### src/rtl/mems_spi_tx.sv
// SPI serializer for the quad DAC: accepts one command word per start pulse and
// shifts it MSB-first on sclk/mosi/sync_n, holding busy through the inter-frame gap.
module mems_spi_tx #(
   parameter int unsigned DATA_WIDTH = 24,
   parameter int unsigned CLK_DIV    = 2,
   parameter int unsigned GAP_CYCLES = 4
) (
   input  logic                  clk,
   input  logic                  rst_n,
   input  logic                  start,
   input  logic [DATA_WIDTH-1:0] data_in,
   output logic                  busy,
   output logic                  done,
   output logic                  sclk,
   output logic                  mosi,
   output logic                  sync_n
);

   localparam int unsigned CNT_W = $clog2(DATA_WIDTH);
   localparam int unsigned DIV_W = 8;
   localparam logic [DIV_W-1:0] DIV_RELOAD = DIV_W'(CLK_DIV - 1);
   localparam logic [DIV_W-1:0] GAP_RELOAD = DIV_W'(GAP_CYCLES - 1);
   localparam logic [CNT_W-1:0] LAST_BIT   = CNT_W'(DATA_WIDTH - 1);

   typedef enum logic [2:0] {
      IDLE,
      SETUP,
      SHIFT_LO,
      SHIFT_HI,
      GAP
   } state_t;

   state_t                state;
   // The MSB goes straight to mosi at accept time, so only the remaining bits are held.
   logic [DATA_WIDTH-2:0] shift_reg;
   logic [CNT_W-1:0]      bit_cnt;
   logic [DIV_W-1:0]      div_cnt;

   always_ff @(posedge clk or negedge rst_n) begin
      if (!rst_n) begin
         state     <= IDLE;
         shift_reg <= '0;
         bit_cnt   <= '0;
         div_cnt   <= '0;
         busy      <= 1'b0;
         done      <= 1'b0;
         sclk      <= 1'b1;
         mosi      <= 1'b0;
         sync_n    <= 1'b1;
      end else begin
         done <= 1'b0;
         case (state)
            IDLE: begin
               if (start) begin
                  shift_reg <= data_in[DATA_WIDTH-2:0];
                  mosi      <= data_in[DATA_WIDTH-1];
                  busy      <= 1'b1;
                  sync_n    <= 1'b0;
                  sclk      <= 1'b1;
                  bit_cnt   <= '0;
                  div_cnt   <= DIV_RELOAD;
                  state     <= SETUP;
               end
            end
            SETUP: begin
               if (div_cnt == '0) begin
                  sclk    <= 1'b0;
                  div_cnt <= DIV_RELOAD;
                  state   <= SHIFT_LO;
               end else begin
                  div_cnt <= div_cnt - DIV_W'(1);
               end
            end
            SHIFT_LO: begin
               if (div_cnt == '0) begin
                  sclk <= 1'b1;
                  if (bit_cnt == LAST_BIT) begin
                     sync_n  <= 1'b1;
                     mosi    <= 1'b0;
                     div_cnt <= GAP_RELOAD;
                     state   <= GAP;
                  end else begin
                     // Data only moves on the rising edge, away from the DAC's sampling edge.
                     mosi      <= shift_reg[DATA_WIDTH-2];
                     shift_reg <= {shift_reg[DATA_WIDTH-3:0], 1'b0};
                     bit_cnt   <= bit_cnt + CNT_W'(1);
                     div_cnt   <= DIV_RELOAD;
                     state     <= SHIFT_HI;
                  end
               end else begin
                  div_cnt <= div_cnt - DIV_W'(1);
               end
            end
            SHIFT_HI: begin
               if (div_cnt == '0) begin
                  sclk    <= 1'b0;
                  div_cnt <= DIV_RELOAD;
                  state   <= SHIFT_LO;
               end else begin
                  div_cnt <= div_cnt - DIV_W'(1);
               end
            end
            GAP: begin
               if (div_cnt == '0) begin
                  busy  <= 1'b0;
                  done  <= 1'b1;
                  state <= IDLE;
               end else begin
                  div_cnt <= div_cnt - DIV_W'(1);
               end
            end
            default: state <= IDLE;
         endcase
      end
   end

endmodule

### config.mk
export PLATFORM = sky130hd
export DESIGN_NAME = mems_spi_tx
export DESIGN_NICKNAME = d
export VERILOG_FILES = /design/src/rtl/mems_spi_tx.sv
export SDC_FILE = /design/constraint.sdc
export NUM_CORES = 1
export LEC_CHECK = 0
export ABC_AREA = 0
export BUFFER_PORTS_ARGS = -buffer_cell sky130_fd_sc_hd__clkbuf_2
export CAP_MARGIN = 40
export CORE_ASPECT_RATIO = 0.9
export CORE_MARGIN = 1.5
export CORE_UTILIZATION = 33
export CTS_BUF_LIST = sky130_fd_sc_hd__clkbuf_2
export CTS_CLUSTER_DIAMETER = 150
export DETAILED_ROUTE_END_ITERATION = 10
export GPL_TIMING_DRIVEN = 0
export PLACE_DENSITY = 0.57
export SYNTH_ARGS = -nofsm -noshare
export SYNTH_HDL_FRONTEND = slang
export SYNTH_SLANG_ARGS = --single-unit
### constraint.sdc
create_clock -name clk -period 4.35 [get_ports clk]
set_input_delay 0.6525 -clock clk [delete_from_list [all_inputs] [get_ports clk]]
set_output_delay 0.6525 -clock clk [all_outputs]
set_load 0.05 [all_outputs]
After elaboration in Yosys (flattened, before gate mapping)
Index checks and enable logic that the tools add are counted.
Widths: inputs -> output; s select.
{"block": "totals", "ff_bits": 44, "in_bits": 27}
{"block": "op_classes", "muxes": 35, "n_reduce_logical": 14, "eq_ne": 12, "add_sub_neg": 2}
{"cell": "$mux 23", "n": 3}
{"cell": "$pmux 23 s2", "n": 1}
{"cell": "$mux 8", "n": 4}
{"cell": "$pmux 8 s4", "n": 1}
{"cell": "$reduce_and 4->1", "n": 4}
{"cell": "$mux 3", "n": 5}
{"cell": "$mux 5", "n": 3}
{"cell": "$ne 2x2->1 const B", "n": 6}
{"cell": "$pmux 3 s4", "n": 1}
{"cell": "$mux 1", "n": 11}
{"cell": "$pmux 5 s2", "n": 1}
{"cell": "$reduce_and 3->1", "n": 3}
{"cell": "$logic_not 8->1", "n": 1}
{"cell": "$sub 8x1->8 const B", "n": 1}
{"cell": "$eq 3x2->1 const B", "n": 2}
{"cell": "$pmux 1 s2", "n": 3}
{"cell": "$add 5x1->5 const B", "n": 1}
{"cell": "$eq 5x5->1 const B", "n": 1}
{"cell": "$reduce_bool 2->1", "n": 2}
{"cell": "$reduce_bool 4->1", "n": 1}
{"cell": "$eq 3x1->1 const B", "n": 1}
{"cell": "$eq 3x3->1 const B", "n": 1}
{"cell": "$logic_not 3->1", "n": 1}
{"cell": "$pmux 1 s3", "n": 1}
{"cell": "other kinds (4)", "n": 4}

Longest topological paths before layout
{"block": "depth", "depth_word": 4, "mapped_depth": 9, "depth_no_buf": 7}

Least setup slack after synthesis
Ideal clock, no wire load.
{"block": "synth_path", "path_kind": "reg2reg", "start": "register div_cnt[0]", "end": "register shift_reg[10]", "path_slack_ps": 2288, "stages_incl_launch_ff": 10, "required_time_ps": 4225, "period_less_slack_ps": 2062, "t_arrival_ps": 1937, "setup_ps": 125, "path_cell_list": "dfrtp_1 -> inv_1 -> ha_1 -> nor3b_2 -> and2_1 -> buf_6 -> nand2_4 -> a21oi_4 -> buf_12 -> mux2_4"}
{"block": "synth_via", "elab_chain_len": 3}
{"item": "from (decl)", "line_no": "37", "rtl": "logic [DIV_W-1:0] div_cnt;"}
{"item": "from (signal assigned)", "line_no": "71", "rtl": "div_cnt <= div_cnt - DIV_W'(1);"}
{"item": "from (signal assigned)", "line_no": "91", "rtl": "div_cnt <= div_cnt - DIV_W'(1);"}
{"item": "from (signal assigned)", "line_no": "100", "rtl": "div_cnt <= div_cnt - DIV_W'(1);"}
{"item": "$logic_not 8->1", "line_no": "75", "rtl": "if (div_cnt == '0) begin"}
{"item": "$ne 2x2->1 (no source line)"}
{"item": "$reduce_and 4->1 (no source line)"}
{"item": "to (signal assigned)", "line_no": "55", "rtl": "shift_reg <= data_in[DATA_WIDTH-2:0];"}
{"item": "to (signal assigned)", "line_no": "85", "rtl": "shift_reg <= {shift_reg[DATA_WIDTH-3:0], 1'b0};"}
{"item": "to (decl)", "line_no": "35", "rtl": "logic [DATA_WIDTH-2:0] shift_reg;"}
Every way passes these cells.
A chain may end at the register's enable or synchronous reset.

Final worst setup path
{"block": "layout_path", "start": "register div_cnt[0]", "end": "register shift_reg[12]"}
The elaborated chain is that of the path after synthesis.

==> flow_summary_export.csv <==
group,metric,value,unit
placed_design,detailedPlace.worstSlack,2020,ps
critical_path,crit_slowest_cell,"dfrtp_1",
grt,antenna_found_initial,0,
floorplan,dieWidth,90.9,um
routing,drtAntennaViolNets,0,
clock_tree,path_clk_slew,220,ps
sta,final-max-slew-violation-count,0,
clock_tree,clk_latency,420,ps
critical_path,crit_chain,"inv_1 -> ha_1 -> nor3b_2 -> and2_1 -> buf_6 -> nand2_4 -> a21oi_4 -> buf_12 -> mux2_4",
cells_and_area,layout.cells.most_common_list,"nand2_1 (59), dfrtp_1 (42), clkbuf_2 (37), nor2_1 (16), a21oi_1 (14)",
job,max_cap_viol_count,0,
critical_path,critPathBufInv,3,
critical_path,cp.required,4690,ps
clock_tree,cts_made_buffers,5,
floorplan,core_area,0.00666,mm2
critical_path,worstSetupPathType,"flop to flop",
critical_path,arrival,2690,ps
sta,relSlewSlack,0.583,
critical_path,r2r_end,"shift_reg[12]",
critical_path,rr_worst_depth,9,
grt,globalRouteOverflowTotal,0,
synth,synthArstFlopShare,1.00,
floorplan,start_util,0.344,
routing,drtPass1Iterations,4,
synth,synth_seq_cells,44,
grt,grt_pass1_vias,1733,
synth,syn_avg_cell_area,9.67,um2
sta,tightest_slew,625,ps
cells_and_area,final_cells,367,
cells_and_area,nFillCells,713,
floorplan,fp-row-count,28,
power_and_ir_drop,power_leakage,1.22,nW
placed_design,port_buffers,31,
power_and_ir_drop,p_per_area,582,mW/mm2
routing,drt-initial-drc-count,71,
placed_design,postPlaceCellArea,0.00259,mm2
sta,setup_viol,0,
sta,fin_crit_sh,0.540,
critical_path,r2r_slack,2000,ps
sta,rsz0062_at_grt,"no",
outcome,status,"completed",
synth,syn_nets,266,
cells_and_area,drive_gt1_frac,0.245,
worst_hold_path,holdCritPathClass,"input pin to asynchronous set/reset pin",
clock_tree,cts_resized,0,
clock_tree,cts_max_level,2,
critical_path,crit_path_end_kind,"flop",
critical_path,critPathLaunch,"div_cnt[0]",
synth,syn_area,0.00229,mm2
placed_design,place_inst,359,
synth,synth_edf_count,0,
clock_tree,cts_hold_buf,0,
routing,avgViaCountPerCell,4.84,
sta,postLayoutSetupSlackWorst,2000,ps
sta,hold_viol_final,0,
critical_path,crit_family,"simple AND/OR/NAND/NOR gates",
sta,fin_skew,5.43,ps
cells_and_area,nNetsFinal,305,
clock_tree,cts_sinks,44,
clock_tree,root_buffer,"clkbuf_2",
synth,ys.flop_type,"dfrtp_1",
routing,avgRoutedWirePerCell,13.0,um
cells_and_area,largest_register_ffs,23,
sta,timing.hold.ws,191,ps
floorplan,die_y,82.1,um
critical_path,crit_fanout,10,
floorplan,dieArea,0.00746,mm2
routing,drc,0,
cells_and_area,finish.instance_area,0.00263,mm2
sta,finalSetupTns,0,ps
critical_path,worstReg2RegStart,"div_cnt[0]",
clock_tree,post_cts_buffers,0,
cells_and_area,n_antenna_cell,0,
cells_and_area,layout_commonest_cell,"nand2_1",
critical_path,cp_slowest_stage_delay,430,ps
cells_and_area,syn_to_final_growth,14.7,%
placed_design,gp_congestion,0.755,
critical_path,cp-start-kind,"flop",
synth,yosysUniqueCellTypes,45,
routing,via_count,1776,
synth,ys_seq_area_frac,0.481,
synth,ys.warnings.count,0,
sta,min_period,2350,ps
power_and_ir_drop,ir_drop,0.000192,V
grt,grt_first_pass_wirelength,8340,um
synth,synthCells,237,
sta,max_freq,425,MHz
grt,grt_util_all_layers,0.144,
placed_design,hpwl,3480,um
clock_tree,clockBufferDepth,2,
clock_tree,cts_tree,"done",
routing,finalWirelength,4770,um
grt,grt_max_degree,24,
floorplan,ios,32,
==> worst register-to-register path, cell delays in order, from the launching register on <==
cell and delay, ps:
dfrtp_1 430, inv_1 90, ha_1 190, nor3b_2 300
and2_1 190, buf_6 140, nand2_4 70, a21oi_4 360
buf_12 200, mux2_4 310
==> area by class of cell <==
cell class,count,area (um2),area share
sequential,44,1100,0.420
multi-input combinational,172,1080,0.413
timing repair buffer,32,183,0.0695
tap,90,113,0.0428
buffer,13,73.8,0.0281
clock buffer,6,30.0,0.0114
inverter,8,30.0,0.0114
clock inverter,2,11.3,0.00428
==> logic make-up (layout without fill, tap and decap cells) <==
family          count (synthesis)  in the layout  synth area share
flops                          44             44             0.481
mux                            20             20             0.112
xor+xnor                        5              5            0.0191
simple gates                  100            100             0.203
compound gates                 45             45             0.128
fa+ha+maj                       2              2            0.0109
buf+inv                        21             61            0.0453
==> cells in the mapped netlist (all sizes together), types with 3 or more instances <==
cell / number / area [um2]
a21oi: 16 / 95.1
inv: 8 / 30.0
o21ai: 12 / 60.1
nor2: 16 / 60.1
mux2: 18 / 236
dfrtp: 42 / 1050
nand2: 60 / 233
nor3: 5 / 25.0
clkbuf: 10 / 37.5
buf: 3 / 36.3
xor2: 5 / 43.8
o32ai: 5 / 43.8
==> routing by layer <==
metal | vias up | share of wire | track usage
li1 | 897 | - | -
met1 | 844 | 0.51 | 0.193
met2 | 27 | 0.43 | 0.226
met3 | 8 | 0.038 | 0.0352
met4 | 0 | 0.015 | 0.0516
met5 | - | 0 | 0
==> stage by stage <==
step	util	total power, W
detailed placement	0.389	0.00137
finish	0.395	0.00153
CTS	0.395	0.00155
global route	0.395	0.00166
global placement	0.385	0.00135
floorplan	-	0.00121
==> report_power, final <==
group | total (W) | switching (W) | internal (W)
Sequential | 0.000721 | 0.000128 | 0.000593
Clock | 0.000180 | 0.000140 | 0.0000400
Combinational | 0.000629 | 0.000329 | 0.000300
Total | 0.00153 | 0.000597 | 0.000933
==> worst max-delay path by stage <==
stage                     to  slack, ps  depth (start not counted)
6_report       shift_reg[12]       2000                          9
5_1_grt         shift_reg[0]       1870                          6
4_1_cts        shift_reg[12]       1970                          9
3_5_place_dp   shift_reg[12]       2020                          9
3_3_place_gp   shift_reg[16]       2050                          9
2_1_floorplan  shift_reg[10]       2290                          9
(Power assumes the default switching activity.)
